$ cat config.mk
export PLATFORM = sky130hd
export DESIGN_NAME = sgpr_rd_arbiter
export DESIGN_NICKNAME = d
export VERILOG_FILES = /design/src/rtl/sgpr_pkg.sv /design/src/rtl/sgpr_tag_fifo.sv /design/src/rtl/sgpr_rd_arbiter.sv
export SDC_FILE = /design/constraint.sdc
export NUM_CORES = 1
export LEC_CHECK = 0
export BUFFER_PORTS_ARGS = -buffer_cell sky130_fd_sc_hd__clkbuf_2
export CAP_MARGIN = 20
export CORE_MARGIN = 2
export CORE_UTILIZATION = 28
export CTS_CLUSTER_SIZE = 10
export DETAILED_ROUTE_END_ITERATION = 8
export GPL_TIMING_DRIVEN = 1
export PLACE_DENSITY_LB_ADDON = 0.12
export SYNTH_ARGS = -nofsm -noshare
export SYNTH_HDL_FRONTEND = slang
export SYNTH_HIERARCHICAL = 1
export SYNTH_SLANG_ARGS = --single-unit
$ cat constraint.sdc
create_clock -name clk -period 3.78 [get_ports clk]
set_input_delay 0.189 -clock clk [delete_from_list [all_inputs] [get_ports clk]]
set_output_delay 0.189 -clock clk [all_outputs]
set_load 0.05 [all_outputs]
$ cat src/rtl/sgpr_pkg.sv
// sgpr_pkg
// Shared sizes and types for the SGPR read path.
//   SGPR_REQ_SIZE  : width of one read request payload
//   SGPR_RESP_SIZE : width of one read response payload
//   SGPR_MAX_REQ   : largest requester count any arbiter instance supports
//   sgpr_req_id_t  : requester ID, wide enough for SGPR_MAX_REQ requesters
package sgpr_pkg;

    localparam int SGPR_REQ_SIZE  = 16;
    localparam int SGPR_RESP_SIZE = 32;
    localparam int SGPR_MAX_REQ   = 8;
    localparam int SGPR_ID_W      = $clog2(SGPR_MAX_REQ);

    typedef logic [SGPR_ID_W-1:0] sgpr_req_id_t;

    // Next requester after id, wrapping at num_req.
    function automatic sgpr_req_id_t sgpr_id_inc(input sgpr_req_id_t id, input int num_req);
        sgpr_req_id_t nxt;
        if (int'(id) == num_req - 1) begin
            nxt = '0;
        end else begin
            nxt = id + 1'b1;
        end
        return nxt;
    endfunction

endpackage

$ cat src/rtl/sgpr_tag_fifo.sv
// sgpr_tag_fifo
// In-order FIFO holding the requester ID of every read still waiting for
// its response. DEPTH must be a power of two so the pointers wrap naturally.
// Ports:
//   clk, rst_n  : clock, asynchronous active-low reset (clears pointers)
//   push        : write push_data (ignored when full)
//   push_data   : tag to store
//   pop         : drop the head entry (ignored when empty)
//   pop_data    : current head entry
//   full, empty : occupancy flags
module sgpr_tag_fifo #(
    parameter int DEPTH = 4,
    parameter int WIDTH = 3
) (
    input  logic             clk,
    input  logic             rst_n,
    input  logic             push,
    input  logic [WIDTH-1:0] push_data,
    input  logic             pop,
    output logic [WIDTH-1:0] pop_data,
    output logic             full,
    output logic             empty
);

    localparam int AW = $clog2(DEPTH);

    // One extra pointer bit distinguishes full from empty.
    logic [AW:0]      wr_ptr;
    logic [AW:0]      rd_ptr;
    logic [WIDTH-1:0] mem [DEPTH];

    assign empty    = (wr_ptr == rd_ptr);
    assign full     = (wr_ptr[AW] != rd_ptr[AW]) && (wr_ptr[AW-1:0] == rd_ptr[AW-1:0]);
    assign pop_data = mem[rd_ptr[AW-1:0]];

    always_ff @(posedge clk or negedge rst_n) begin
        if (!rst_n) begin
            wr_ptr <= '0;
            rd_ptr <= '0;
        end else begin
            if (push && !full) begin
                wr_ptr <= wr_ptr + 1'b1;
            end
            if (pop && !empty) begin
                rd_ptr <= rd_ptr + 1'b1;
            end
        end
    end

    always_ff @(posedge clk) begin
        if (push && !full) begin
            mem[wr_ptr[AW-1:0]] <= push_data;
        end
    end

endmodule

$ cat src/rtl/sgpr_rd_arbiter.sv
// sgpr_rd_arbiter
// Round-robin arbiter sharing one SGPR read port among NUM_REQ requesters.
// Accepted requests go through a single output register (latency 1); the
// requester ID is queued in order so each response is routed back to the
// requester that issued it.
// Build option: SGPR_ARB_PRIO0_EN -- requester 0 gets strict priority and the
// rest share round-robin; the default build is pure round-robin.
// Ports:
//   clk, rst_n                    : clock, asynchronous active-low reset
//   req_valid/req_ready/req_data  : per-requester request channels
//   resp_valid/resp_ready         : per-requester response handshake
//   resp_data                     : response payload, broadcast to all
//   sgpr_req_valid/ready/data     : request link to the SGPR read port
//   sgpr_resp_valid/ready/data    : response link from the SGPR read port
//   outstanding                   : number of requests awaiting a response
module sgpr_rd_arbiter
    import sgpr_pkg::*;
#(
    parameter int NUM_REQ         = 4,
    parameter int MAX_OUTSTANDING = 4
) (
    input  logic                                 clk,
    input  logic                                 rst_n,
    input  logic [NUM_REQ-1:0]                   req_valid,
    output logic [NUM_REQ-1:0]                   req_ready,
    input  logic [NUM_REQ*SGPR_REQ_SIZE-1:0]     req_data,
    output logic [NUM_REQ-1:0]                   resp_valid,
    input  logic [NUM_REQ-1:0]                   resp_ready,
    output logic [SGPR_RESP_SIZE-1:0]            resp_data,
    output logic                                 sgpr_req_valid,
    input  logic                                 sgpr_req_ready,
    output logic [SGPR_REQ_SIZE-1:0]             sgpr_req_data,
    input  logic                                 sgpr_resp_valid,
    output logic                                 sgpr_resp_ready,
    input  logic [SGPR_RESP_SIZE-1:0]            sgpr_resp_data,
    output logic [$clog2(MAX_OUTSTANDING+1)-1:0] outstanding
);

    localparam int                OW       = $clog2(MAX_OUTSTANDING + 1);
    localparam logic [OW-1:0]     OUTS_MAX = OW'(MAX_OUTSTANDING);

    sgpr_req_id_t             rr_ptr;
    sgpr_req_id_t             grant_id;
    sgpr_req_id_t             head_id;
    logic                     grant_found;
    logic                     accept;
    logic                     resp_fire;
    logic                     tag_full;
    logic                     tag_empty;
    logic [SGPR_ID_W:0]       idx;
    logic [SGPR_MAX_REQ-1:0]  cand;
    logic [SGPR_MAX_REQ-1:0]  resp_ready_ext;
    logic [SGPR_REQ_SIZE-1:0] req_data_arr [SGPR_MAX_REQ];

    // Unpack payloads into a fixed-size array so a requester-ID index is
    // always exactly SGPR_ID_W bits wide.
    for (genvar g = 0; g < SGPR_MAX_REQ; g++) begin : g_unpack
        if (g < NUM_REQ) begin : g_live
            assign req_data_arr[g] = req_data[g*SGPR_REQ_SIZE +: SGPR_REQ_SIZE];
        end else begin : g_tie
            assign req_data_arr[g] = '0;
        end
    end

    assign resp_ready_ext = SGPR_MAX_REQ'(resp_ready);

    // Round-robin search from rr_ptr upward, modulo NUM_REQ.
    always_comb begin
        cand = SGPR_MAX_REQ'(req_valid);
`ifdef SGPR_ARB_PRIO0_EN
        cand[0] = 1'b0;
`endif
        grant_found = 1'b0;
        grant_id    = '0;
        idx         = '0;
        for (int k = 0; k < NUM_REQ; k++) begin
            idx = {1'b0, rr_ptr} + (SGPR_ID_W+1)'(k);
            if (idx >= (SGPR_ID_W+1)'(NUM_REQ)) begin
                idx = idx - (SGPR_ID_W+1)'(NUM_REQ);
            end
            if (!grant_found && cand[idx[SGPR_ID_W-1:0]]) begin
                grant_found = 1'b1;
                grant_id    = idx[SGPR_ID_W-1:0];
            end
        end
`ifdef SGPR_ARB_PRIO0_EN
        if (req_valid[0]) begin
            grant_found = 1'b1;
            grant_id    = '0;
        end
`endif
    end

    // A response popped this cycle does not free a slot for this cycle's
    // accept; only the registered count is compared. The rst_n term keeps
    // req_ready low while reset is held even though the registers are idle.
    assign accept = rst_n && grant_found
                 && (!sgpr_req_valid || sgpr_req_ready)
                 && (outstanding < OUTS_MAX) && !tag_full;

    assign resp_fire       = sgpr_resp_valid && sgpr_resp_ready;
    assign sgpr_resp_ready = !tag_empty && resp_ready_ext[head_id];
    assign resp_data       = sgpr_resp_data;

    always_comb begin
        req_ready  = '0;
        resp_valid = '0;
        for (int i = 0; i < NUM_REQ; i++) begin
            req_ready[i]  = accept && (grant_id == SGPR_ID_W'(i));
            resp_valid[i] = !tag_empty && sgpr_resp_valid && (head_id == SGPR_ID_W'(i));
        end
    end

    always_ff @(posedge clk or negedge rst_n) begin
        if (!rst_n) begin
            rr_ptr         <= '0;
            sgpr_req_valid <= 1'b0;
            sgpr_req_data  <= '0;
            outstanding    <= '0;
        end else begin
            if (accept) begin
                sgpr_req_valid <= 1'b1;
                sgpr_req_data  <= req_data_arr[grant_id];
`ifdef SGPR_ARB_PRIO0_EN
                // Priority grants to requester 0 leave the rotation alone.
                if (grant_id != '0) begin
                    rr_ptr <= sgpr_id_inc(grant_id, NUM_REQ);
                end
`else
                rr_ptr <= sgpr_id_inc(grant_id, NUM_REQ);
`endif
            end else if (sgpr_req_ready) begin
                sgpr_req_valid <= 1'b0;
            end

            if (accept && !resp_fire) begin
                outstanding <= outstanding + 1'b1;
            end else if (!accept && resp_fire) begin
                outstanding <= outstanding - 1'b1;
            end
        end
    end

    sgpr_tag_fifo #(
        .DEPTH (MAX_OUTSTANDING),
        .WIDTH (SGPR_ID_W)
    ) u_tag_fifo (
        .clk       (clk),
        .rst_n     (rst_n),
        .push      (accept),
        .push_data (grant_id),
        .pop       (resp_fire),
        .pop_data  (head_id),
        .full      (tag_full),
        .empty     (tag_empty)
    );

endmodule

==> results of run 1 <==
-- registers in the layout, indices dropped and copies added (netlist names) --
register	flops
u_tag_fifo/rd_ptr	3
outstanding	3
rr_ptr	3
u_tag_fifo/mem	12
sgpr_req_valid	1
u_tag_fifo/wr_ptr	3
sgpr_req_data	16
-- layout make-up --
class / count / share of cell area
Tap cell: 140 / 0.0485
Clock inverter: 3 / 0.00554
Inverter: 11 / 0.0128
Clock buffer: 5 / 0.0190
Timing Repair Buffer: 117 / 0.176
Multi-Input combinational cell: 199 / 0.438
Sequential cell: 41 / 0.300
-- worst max-delay path: cells and delay by family (launching register included) --
family,cells,cell delay (ns)
AOI/OAI and AO/OA,1,0.37
adders and majority gates,2,0.61
buffers and inverters,4,0.70
DFF,1,0.37
muxes,1,0.33
and+or+nand+nor,3,0.53
-- where the power goes --
part	internal [uW]	leakage, uW	switching (uW)
clock	132	0.0000489	170
combinational	919	0.00115	1660
sequential	663	0.000447	146
-- final timing paths --
| kind | end | slack (ns) | cells past startpoint |
|---|---|---|---|
| max | req_ready[3] | 0.38 | 11 |
| min reg2reg | outstanding[2] | 0.53 | 1 |
| max in group asynchronous | u_tag_fifo/rd_ptr[0] | 2.99 | 3 |
| min in group asynchronous | rr_ptr[0] | 0.48 | 3 |
| min | sgpr_req_data[15] | 0.11 | 3 |
| max reg2reg | sgpr_req_data[13] | 0.64 | 9 |
-- metal layers --
layer,global-route usage,part of all wire
met1,0.181,0.44
met2,0.237,0.49
met3,0.0205,0.049
met4,0.0421,0.021
met5,0,0
-- synth_stat cells, types with 6 or more instances --
cell and count:
ha_1 12, mux4_2 7, buf_2 6, dfrtp_1 29, nand2b_1 6, buf_4 33, and2_1 9, inv_1 10
mux2i_1 20, edfxtp_1 12, o2bb2ai_1 16, nor2_1 9, a31oi_1 18, nand2_1 39
-- what timing repair did --
item                                    CTS  global route
endpoints found under the hold margin    29             0
hold buffers                              1             0
gates resized for setup                   0             0
endpoints found under the setup margin    0             0
-- metrics by stage --
step / cells / hold slack (ns) / worst slack, ns
6_report: 516 / 0.107 / 0.379
3_3_place_gp: 506 / 0.292 / 0.506
2_1_floorplan: 298 / -0.107 / 0.258
4_1_cts: 516 / 0.0982 / 0.305
5_1_grt: 516 / 0.105 / 0.111
3_5_place_dp: 507 / 0.294 / 0.614
-- cells by family after synthesis --
family | after synthesis
buf+inv | 58
other cells | 1
mux | 30
compound gates | 59
flops | 41
fa+ha+maj | 13
simple gates | 81
xor+xnor | 12
==> results.tsv, run 1 <==
metric	value	unit
status	finished clean	
Avg Vias per Cell	4.72	
Leak	0.00165	uW
top-area cell type share of the netlist area	0.237	
Post-synth EDFFs	12	
Placed Area	0.00352	mm2
crit path launch	rr_ptr[0]	
clock buffer count from CTS	5	
Slew @ Worst Pin	0.760	ns
Critical R2R Launch	rr_ptr[0]	
Inserted Diodes	0	
Power Total	3690	uW
asr flop ratio synth	0.707	
Startpoint Class	flip-flop	
Post-Synthesis Cell Area	0.00306	mm2
DRC violations left	0	
final hold vios	0	
Synth Area in Simple Gates	0.128	
hold crit path type	in2reg	
VDD IR max	0.000398	V
Final Setup Violations	0	
vias in the first global route	2525	
Compound-Gate Fraction of Synth Area	0.153	
Worst-path clk slew	0.09	ns
Area Growth Syn to Fin	18.2	%
die height	109	um
antenna violations before repair	0	
ys flop type	dfrtp_1	
Filler Cell Count	1159	
syn avg cell area	10.4	um2
Clock Skew	0.0128	ns
I/O pins	169	
1st-iter DRT viols	91	
fin area	0.00361	mm2
setup TNS	0	ns
post-synthesis adder-cell area fraction	0.0556	
post-synthesis mux area share	0.132	
Die Wd	109	um
post-CTS setup buffer count	0	
cell taking the most area after synthesis	dfrtp_1	
num rows	38	
dominant cells by area after synthesis	dfrtp_1, edfxtp_1, buf_4	
XOR/XNOR Fraction of Synth Area	0.0442	
wire per inst	15.3	um
initial cell density of the core	0.285	
largest net degree at the start of global routing	30	
Final Routed Wirelength	7900	um
Cell Chain, Critical Path	inv_1 > ha_1 > buf_4 > mux2_2 > and4_1 > and2_1 > a211oi_2 > inv_1 > ha_1 > and2_1 > clkbuf_2	
final core occ	0.336	
Netlist cell types	51	
Hold Crit Start	req_data[63]	
final worst-path cycle share	0.900	
Worst Path Arrival	3.21	ns
clk_lat worst skew	0.30	ns
Final Max Tran Viols	0	
Longest Clk Path Bufs	2	
full die area	0.0118	mm2
Max transition margin	0.491	
Critical-path top delay cell	dfrtp_1	
Crit Path Class	reg2out	
WP data required	3.59	ns
Initial DRT Pass Iterations	4	
Final nets	496	
Yosys reg bits	41	
RSZ-0062 raised after global routing	no	
share of post-route cells with drive strength above 1	0.391	
commonest non-fill, non-tap cell in the layout	clkbuf_2	
first-pass GRT wire length	12700	um
Register Area	0.00109	mm2
highest clock rate	0.294	GHz
GRT Total Usage	0.139	
CTS tree	built	
Core ar.	0.0107	mm2
largest family of logic cells by synthesized area	compound AO/OA/AOI/OAI gates	
Final GP Congestion	0.760	
commonest non-fill, non-tap cells in the layout	clkbuf_2, nand2_1, dfrtp_1, mux2i_1, a31oi_1	
sequential share of the synthesized area	0.355	
via count	2433	
Worst setup EP type	output pin	
H-tree depth	2	
Tmin final	3.40	ns
IO buf count	104	
Syn Inst Count	295	
Cell Pwr Density	1020	mW/mm2
CP Max Fanout	11	
Root Buffer	clkbuf_8	
Final ANT Viol Nets	0	
maxcap violations	0	
CTS Sinks	41	
GRT overflow	0	
number of warning messages in the yosys log	6	
area of the multi-input gates	0.00158	mm2
max incr delay on CP	0.37	ns
hpwl dp	6090	um
Note: power is estimated with default switching activity, not from simulation.
==> inputs of run 2 (changes only) <==
--- a/config.mk
+++ b/config.mk
@@ -5,12 +5,12 @@
 export SDC_FILE = /design/constraint.sdc
 export NUM_CORES = 1
 export LEC_CHECK = 0
-export BUFFER_PORTS_ARGS = -buffer_cell sky130_fd_sc_hd__clkbuf_2
 export CAP_MARGIN = 20
 export CORE_MARGIN = 2
 export CORE_UTILIZATION = 28
 export CTS_CLUSTER_SIZE = 10
 export DETAILED_ROUTE_END_ITERATION = 8
+export DONT_BUFFER_PORTS = 1
 export GPL_TIMING_DRIVEN = 1
 export PLACE_DENSITY_LB_ADDON = 0.12
 export SYNTH_ARGS = -nofsm -noshare
==> results.tsv, run 2 (synthesis results as in run 1) <==
metric	value	unit	change
status	finished clean		
initial cell density of the core	0.285		unchanged
Avg Vias per Cell	4.92		+4.4%
Finished Layout Cells	411		-20%
post-CTS setup buffer count	0		unchanged
clock buffer count from CTS	5		unchanged
GRT Total Usage	0.127		-0.0119
Final Max Tran Viols	0		unchanged
Register Area	0.00109	mm2	unchanged
Startpoint Class	flip-flop		
CP dominant cell by count	ha_1		
Leak	0.00123	uW	-26%
largest net degree at the start of global routing	39		+30%
Root Buffer	clkbuf_8		
Inserted Diodes	0		unchanged
Worst-path clk slew	0.08	ns	about the same
GR Util met3	0.0295		+0.00904
H-tree depth	2		unchanged
Cell Chain, Critical Path	inv_1 > ha_1 > buf_4 > mux2_2 > and4_1 > a311oi_1 > mux2i_4 > inv_6 > ha_1 > and2_1		
setup TNS	0	ns	unchanged
Die Wd	109	um	unchanged
Max transition margin	0.414		-0.0771
GRT overflow	0		unchanged
full die area	0.0118	mm2	unchanged
final worst-path cycle share	0.921		+0.0211
Largest register FFs	16		unchanged
num rows	38		unchanged
Final ANT Viol Nets	0		unchanged
Tmin final	3.48	ns	+0.0798 ns
final hold vios	0		unchanged
area of the multi-input gates	0.00159	mm2	+0.32%
clk_lat worst skew	0.29	ns	about the same
wire per inst	17.5	um	+14%
die height	109	um	unchanged
antenna violations before repair	0		unchanged
CP Max Fanout	38		+27
Final Setup Violations	0		unchanged
Core ar.	0.0107	mm2	unchanged
share of post-route cells with drive strength above 1	0.155		-0.236
Most Used Layer, Global Route	met2		
first-pass GRT wire length	11600	um	-9.3%
largest register by flop count	sgpr_req_data		
Area Growth Syn to Fin	2.70	%	
1st-iter DRT viols	57		-37%
Crit Path Class	reg2out		
Critical-path top delay cell	and2_1		
commonest non-fill, non-tap cells in the layout	nand2_1, dfrtp_1, mux2i_1, a31oi_1, o2bb2ai_1		
met2 GRT Util	0.216		-0.0214
I/O pins	169		unchanged
maxcap violations	0		unchanged
hold crit path type	in2reg		
Final nets	391		-21%
Buf/Inv on CP	3		-1
hpwl dp	5360	um	-12%
Longest Clk Path Bufs	2		unchanged
CTS Sinks	41		unchanged
DRC violations left	0		unchanged
WP data required	3.59	ns	about the same
Clock Skew	0.0136	ns	+0.000780 ns
Cell Pwr Density	1130	mW/mm2	+10%
commonest non-fill, non-tap cell in the layout	nand2_1		
Worst setup EP type	output pin		
kind of cell adding the most delay to the critical path	simple AND/OR/NAND/NOR gates		
Filler Cell Count	1155		-0.35%
Initial DRT Pass Iterations	4		unchanged
Final GP Congestion	0.767		+0.93%
via count	2023		-17%
Placed Cells	401		-21%
Final Routed Wirelength	7180	um	-9.1%
Slew @ Worst Pin	0.876	ns	+0.115 ns
max incr delay on CP	0.47	ns	+0.10 ns
met1 usage	0.158		-0.0231
vias in the first global route	2161		-14%
Worst Path Arrival	3.29	ns	+0.08 ns
CTS tree	built		
VDD IR max	0.000440	V	+11%
highest clock rate	0.287	GHz	-2.3%
IO buf count	0		-100%
RSZ-0062 raised after global routing	no		
## run 2: cell count changes in the layout (fill, tap and decap cells not counted), sizes merged
cell | before | now
clkinv | 1 | 0
inv | 13 | 11
buf | 13 | 11
clkbuf | 108 | 8
## run 2: stage by stage
step / hold slack [ns] / cell area (um2) / total power [uW] / worst slack (ns) / util
final: 0.0304 / 3140 / 3530 / 0.299 / 0.292
after global routing: 0.0208 / 3140 / 3840 / 0.0925 / 0.292
after CTS: 0.0186 / 3140 / 3600 / 0.223 / 0.292
after detailed placement: -0.106 / 3000 / 3240 / 0.571 / 0.279
after global placement: -0.106 / 2990 / 3240 / 0.525 / 0.278
after floorplan: -0.107 / 3070 / 2940 / 0.258 / -
## run 2: worst reg2reg max path, stage by stage, from the launching register on
cell       delay (ns)
dfrtp_1          0.35
inv_1            0.07
ha_1             0.33
mux4_2           0.55
a211oi_4         0.39
a21oi_2          0.20
buf_4            0.26
and2_1           0.40
o2bb2ai_1        0.23
a31oi_1          0.16
## run 2: final timing paths
path                                       from                    to  slack [ns]  cells past startpoint
max                                   rr_ptr[0]          req_ready[3]        0.30                     10
min                                req_data[61]     sgpr_req_data[13]        0.03                      2
max reg2reg                           rr_ptr[0]      sgpr_req_data[4]        0.75                      9
min reg2reg                u_tag_fifo/wr_ptr[2]  u_tag_fifo/wr_ptr[2]        0.58                      1
max in group asynchronous                 rst_n  u_tag_fifo/rd_ptr[0]        3.25                      2
min in group asynchronous                 rst_n      sgpr_req_data[3]        0.34                      2
## run 2: routing by layer
metal | part of all wire | wire length, um
met3 | 0.073 | 522
met4 | 0.018 | 129
met5 | 0 | 0
met2 | 0.50 | 3570
met1 | 0.41 | 2950
## run 2: power by group
part	internal, uW	total (uW)	switching (uW)
clock	189	342	153
combinational	793	1980	1180
sequential	656	1210	559
## run 2: final cells by class
class                      count  area share
tap                          140      0.0558
sequential                    41       0.346
inverter                      11      0.0147
timing repair buffer          12      0.0426
clock buffer                   8      0.0355
multi-input combinational    199       0.506
## run 2: what timing repair did
action,4_1_cts,5_1_grt
endpoints found under the hold margin,29,0
resized for setup,0,0
hold buffers,2,0
==> inputs of run 3 (changes only) <==
--- a/config.mk
+++ b/config.mk
@@ -5,12 +5,14 @@
 export SDC_FILE = /design/constraint.sdc
 export NUM_CORES = 1
 export LEC_CHECK = 0
+export ABC_AREA = 1
 export CAP_MARGIN = 20
 export CORE_MARGIN = 2
 export CORE_UTILIZATION = 28
 export CTS_CLUSTER_SIZE = 10
 export DETAILED_ROUTE_END_ITERATION = 8
 export DONT_BUFFER_PORTS = 1
+export GPL_ROUTABILITY_DRIVEN = 0
 export GPL_TIMING_DRIVEN = 1
 export PLACE_DENSITY_LB_ADDON = 0.12
 export SYNTH_ARGS = -nofsm -noshare
==> results.tsv, run 3 <==
metric	value	unit	change
Slew @ Worst Pin	0.892	ns	+0.0161 ns
commonest non-fill, non-tap cells in the layout	nand2_1, inv_1, nand3_1, dfrtp_1, nor2_1		
clk_lat worst skew	0.29	ns	about the same
initial cell density of the core	0.287		+0.00276
VDD IR max	0.000124	V	-72%
Worst-path clk slew	0.06	ns	-0.02 ns
Max transition margin	0.403		-0.0108
Leak	0.00195	uW	+59%
maxcap violations	0		unchanged
WP data required	3.59	ns	about the same
commonest non-fill, non-tap cell in the layout	nand2_1		
Final Max Tran Viols	0		unchanged
Post-Synthesis Cell Area	0.00347	mm2	+13%
Netlist cell types	38		-25%
sequential share of the synthesized area	0.313		-0.0418
Syn Inst Count	497		+68%
Power Total	1000	uW	-72%
Die Wd	115	um	+6.2%
antenna violations before repair	0		unchanged
vias in the first global route	2783		+29%
Clock Skew	0.00618	ns	-0.00737 ns
Final ANT Viol Nets	0		unchanged
Area Growth Syn to Fin	2.27	%	
dominant cells by area after synthesis	dfrtp_1, nand2_1, nand3_1		
Final nets	589		+51%
share of post-route cells with drive strength above 1	0.100		-0.0548
Longest Clk Path Bufs	2		unchanged
final worst-path cycle share	0.897		-0.0241
post-CTS setup buffer count	0		unchanged
switching portion of total power	0.248		-0.289
Worst setup EP type	output pin		
Reg2Reg Depth	15		+6
sw power	248	uW	-87%
Placed Area	0.00336	mm2	+12%
I/O pins	169		unchanged
cts repair resizes	0		unchanged
hold_buf cts	3		+1
setup TNS	0	ns	unchanged
syn avg cell area	6.97	um2	-33%
Flop pwr share	0.456		+0.112
RSZ-0062 raised after global routing	no		
Filler Cell Count	1331		+15%
wire per inst	13.9	um	-21%
Avg Vias per Cell	4.48		-8.9%
H-tree depth	2		unchanged
final hold vios	0		unchanged
status	finished clean		
Initial DRT Pass Iterations	4		unchanged
Crit Path Class	reg2out		
Synth top cells by count	nand2_1, inv_1, nand3_1, buf_4, dfrtp_1		
num rows	40		+5.3%
GRT Total Usage	0.136		+0.00930
Final Setup Violations	0		unchanged
cell taking the most area after synthesis	dfrtp_1		
Worst Path Arrival	3.20	ns	-0.09 ns
ys flop type	dfrtp_1		
die height	115	um	+6.2%
Hold Path Depth	6		+4
IO buf count	0		unchanged
largest net degree at the start of global routing	40		+2.6%
DRC violations left	0		unchanged
via count	2855		+41%
Core ar.	0.0121	mm2	+12%
Final Routed Wirelength	8820	um	+23%
Root Buffer	clkbuf_16		
1st-iter DRT viols	110		+93%
largest register by flop count	sgpr_req_data		
GRT overflow	0		unchanged
CTS tree	built		
most common cell in the synthesized netlist	nand2_1		
Int Power	753	uW	-54%
Largest register FFs	16		unchanged
Startpoint Class	flip-flop		
hold crit path type	in2reg		
Comb power frac	0.106		-0.454
highest clock rate	0.295	GHz	+2.7%
asr flop ratio synth	0.707		unchanged
first-pass GRT wire length	14100	um	+22%
number of warning messages in the yosys log	6		unchanged
clock power share	0.437		+0.340
top-area cell type share of the netlist area	0.209		-0.0279
Yosys reg bits	41		unchanged
Cell Pwr Density	282	mW/mm2	-75%
CP Max Fanout	39		+2.6%
Tmin final	3.39	ns	-0.0910 ns
hpwl dp	6410	um	+20%
fin area	0.00354	mm2	+13%
Post-synth EDFFs	12		unchanged
full die area	0.0133	mm2	+13%
clock buffer count from CTS	5		unchanged
Inserted Diodes	0		unchanged
CTS Sinks	41		unchanged
==> run 3: changes by cell type after synthesis, moves of 6 or more <==
cell and change:
and2_1 -8, nand2_2 +6, nand3_1 +80, inv_1 +84, nand2_1 +95, nand3_2 +6, nand2b_1 -6, mux2i_1 -20
nor2_1 +14, mux4_2 -7, o2bb2ai_1 -16, a31oi_1 -18
==> run 3: cells by family (layout without fill, tap and decap cells) <==
kind of cell,Yosys count,after routing,share of synthesized area
and+or+nand+nor,270,270,0.369
buffers and inverters,150,119,0.225
DFF,41,41,0.313
AOI/OAI and AO/OA,17,17,0.0274
adders and majority gates,13,13,0.0491
xor gates and xnor gates,4,4,0.0123
other,1,4,0.00108
muxes,1,1,0.00325
==> run 3: final timing paths <==
kind | endpoint | from | slack (ns)
max | req_ready[2] | rr_ptr[0] | 0.39
min | sgpr_req_data[1] | req_data[49] | 0.20
max reg2reg | outstanding[2] | u_tag_fifo/rd_ptr[0] | 0.62
min reg2reg | u_tag_fifo/wr_ptr[2] | u_tag_fifo/wr_ptr[2] | 0.54
max in group asynchronous | sgpr_req_data[11] | rst_n | 3.22
min in group asynchronous | outstanding[2] | rst_n | 0.38
==> run 3: critical path: stages (launching register included) <==
cell and delay [ns]:
dfrtp_1 0.57, inv_8 0.10, ha_1 0.35, inv_1 0.13, nand3_1 0.12, nand3_2 0.11
nand2_2 0.07, nor2_4 0.12, nand3_4 0.34, nand2_8 0.38, inv_1 0.12, ha_1 0.19
inv_1 0.05, nor2_1 0.04, buf_4 0.20
==> run 3: area by class of cell <==
type	instances	area, um2	share of cell area
Multi-Input combinational cell	309	1610	0.455
Sequential cell	41	1090	0.306
Inverter	99	382	0.108
Tap cell	168	210	0.0593
Clock buffer	6	139	0.0392
Timing Repair Buffer	12	108	0.0304
Clock inverter	2	8.76	0.00247
==> run 3: metal layers <==
layer  GRT usage  part of all wire  up-vias
met5           0                 0        -
met4      0.0313            0.0093        0
met3      0.0390             0.067        8
met2       0.234              0.48       94
met1       0.169              0.44     1321
li1            -                 -     1432
==> run 3: per-stage QoR <==
step	cells	util	setup WS, ns	hold WS (ns)
2_1_floorplan	500	-	0.855	-0.107
3_3_place_gp	626	0.278	0.651	-0.105
3_5_place_dp	626	0.278	0.634	-0.105
4_1_cts	637	0.294	0.359	0.189
5_1_grt	637	0.294	0.142	0.236
6_report	637	0.294	0.390	0.196
==> run 3: power by group through the flow <==
stage          Clock, uW  Sequential [uW]  Combinational [uW]
2_1_floorplan          0              465                 174
3_3_place_gp           0              465                97.1
3_5_place_dp           0              465                96.0
4_1_cts              459              456                 108
5_1_grt              476              456                 123
6_report             438              457                 106
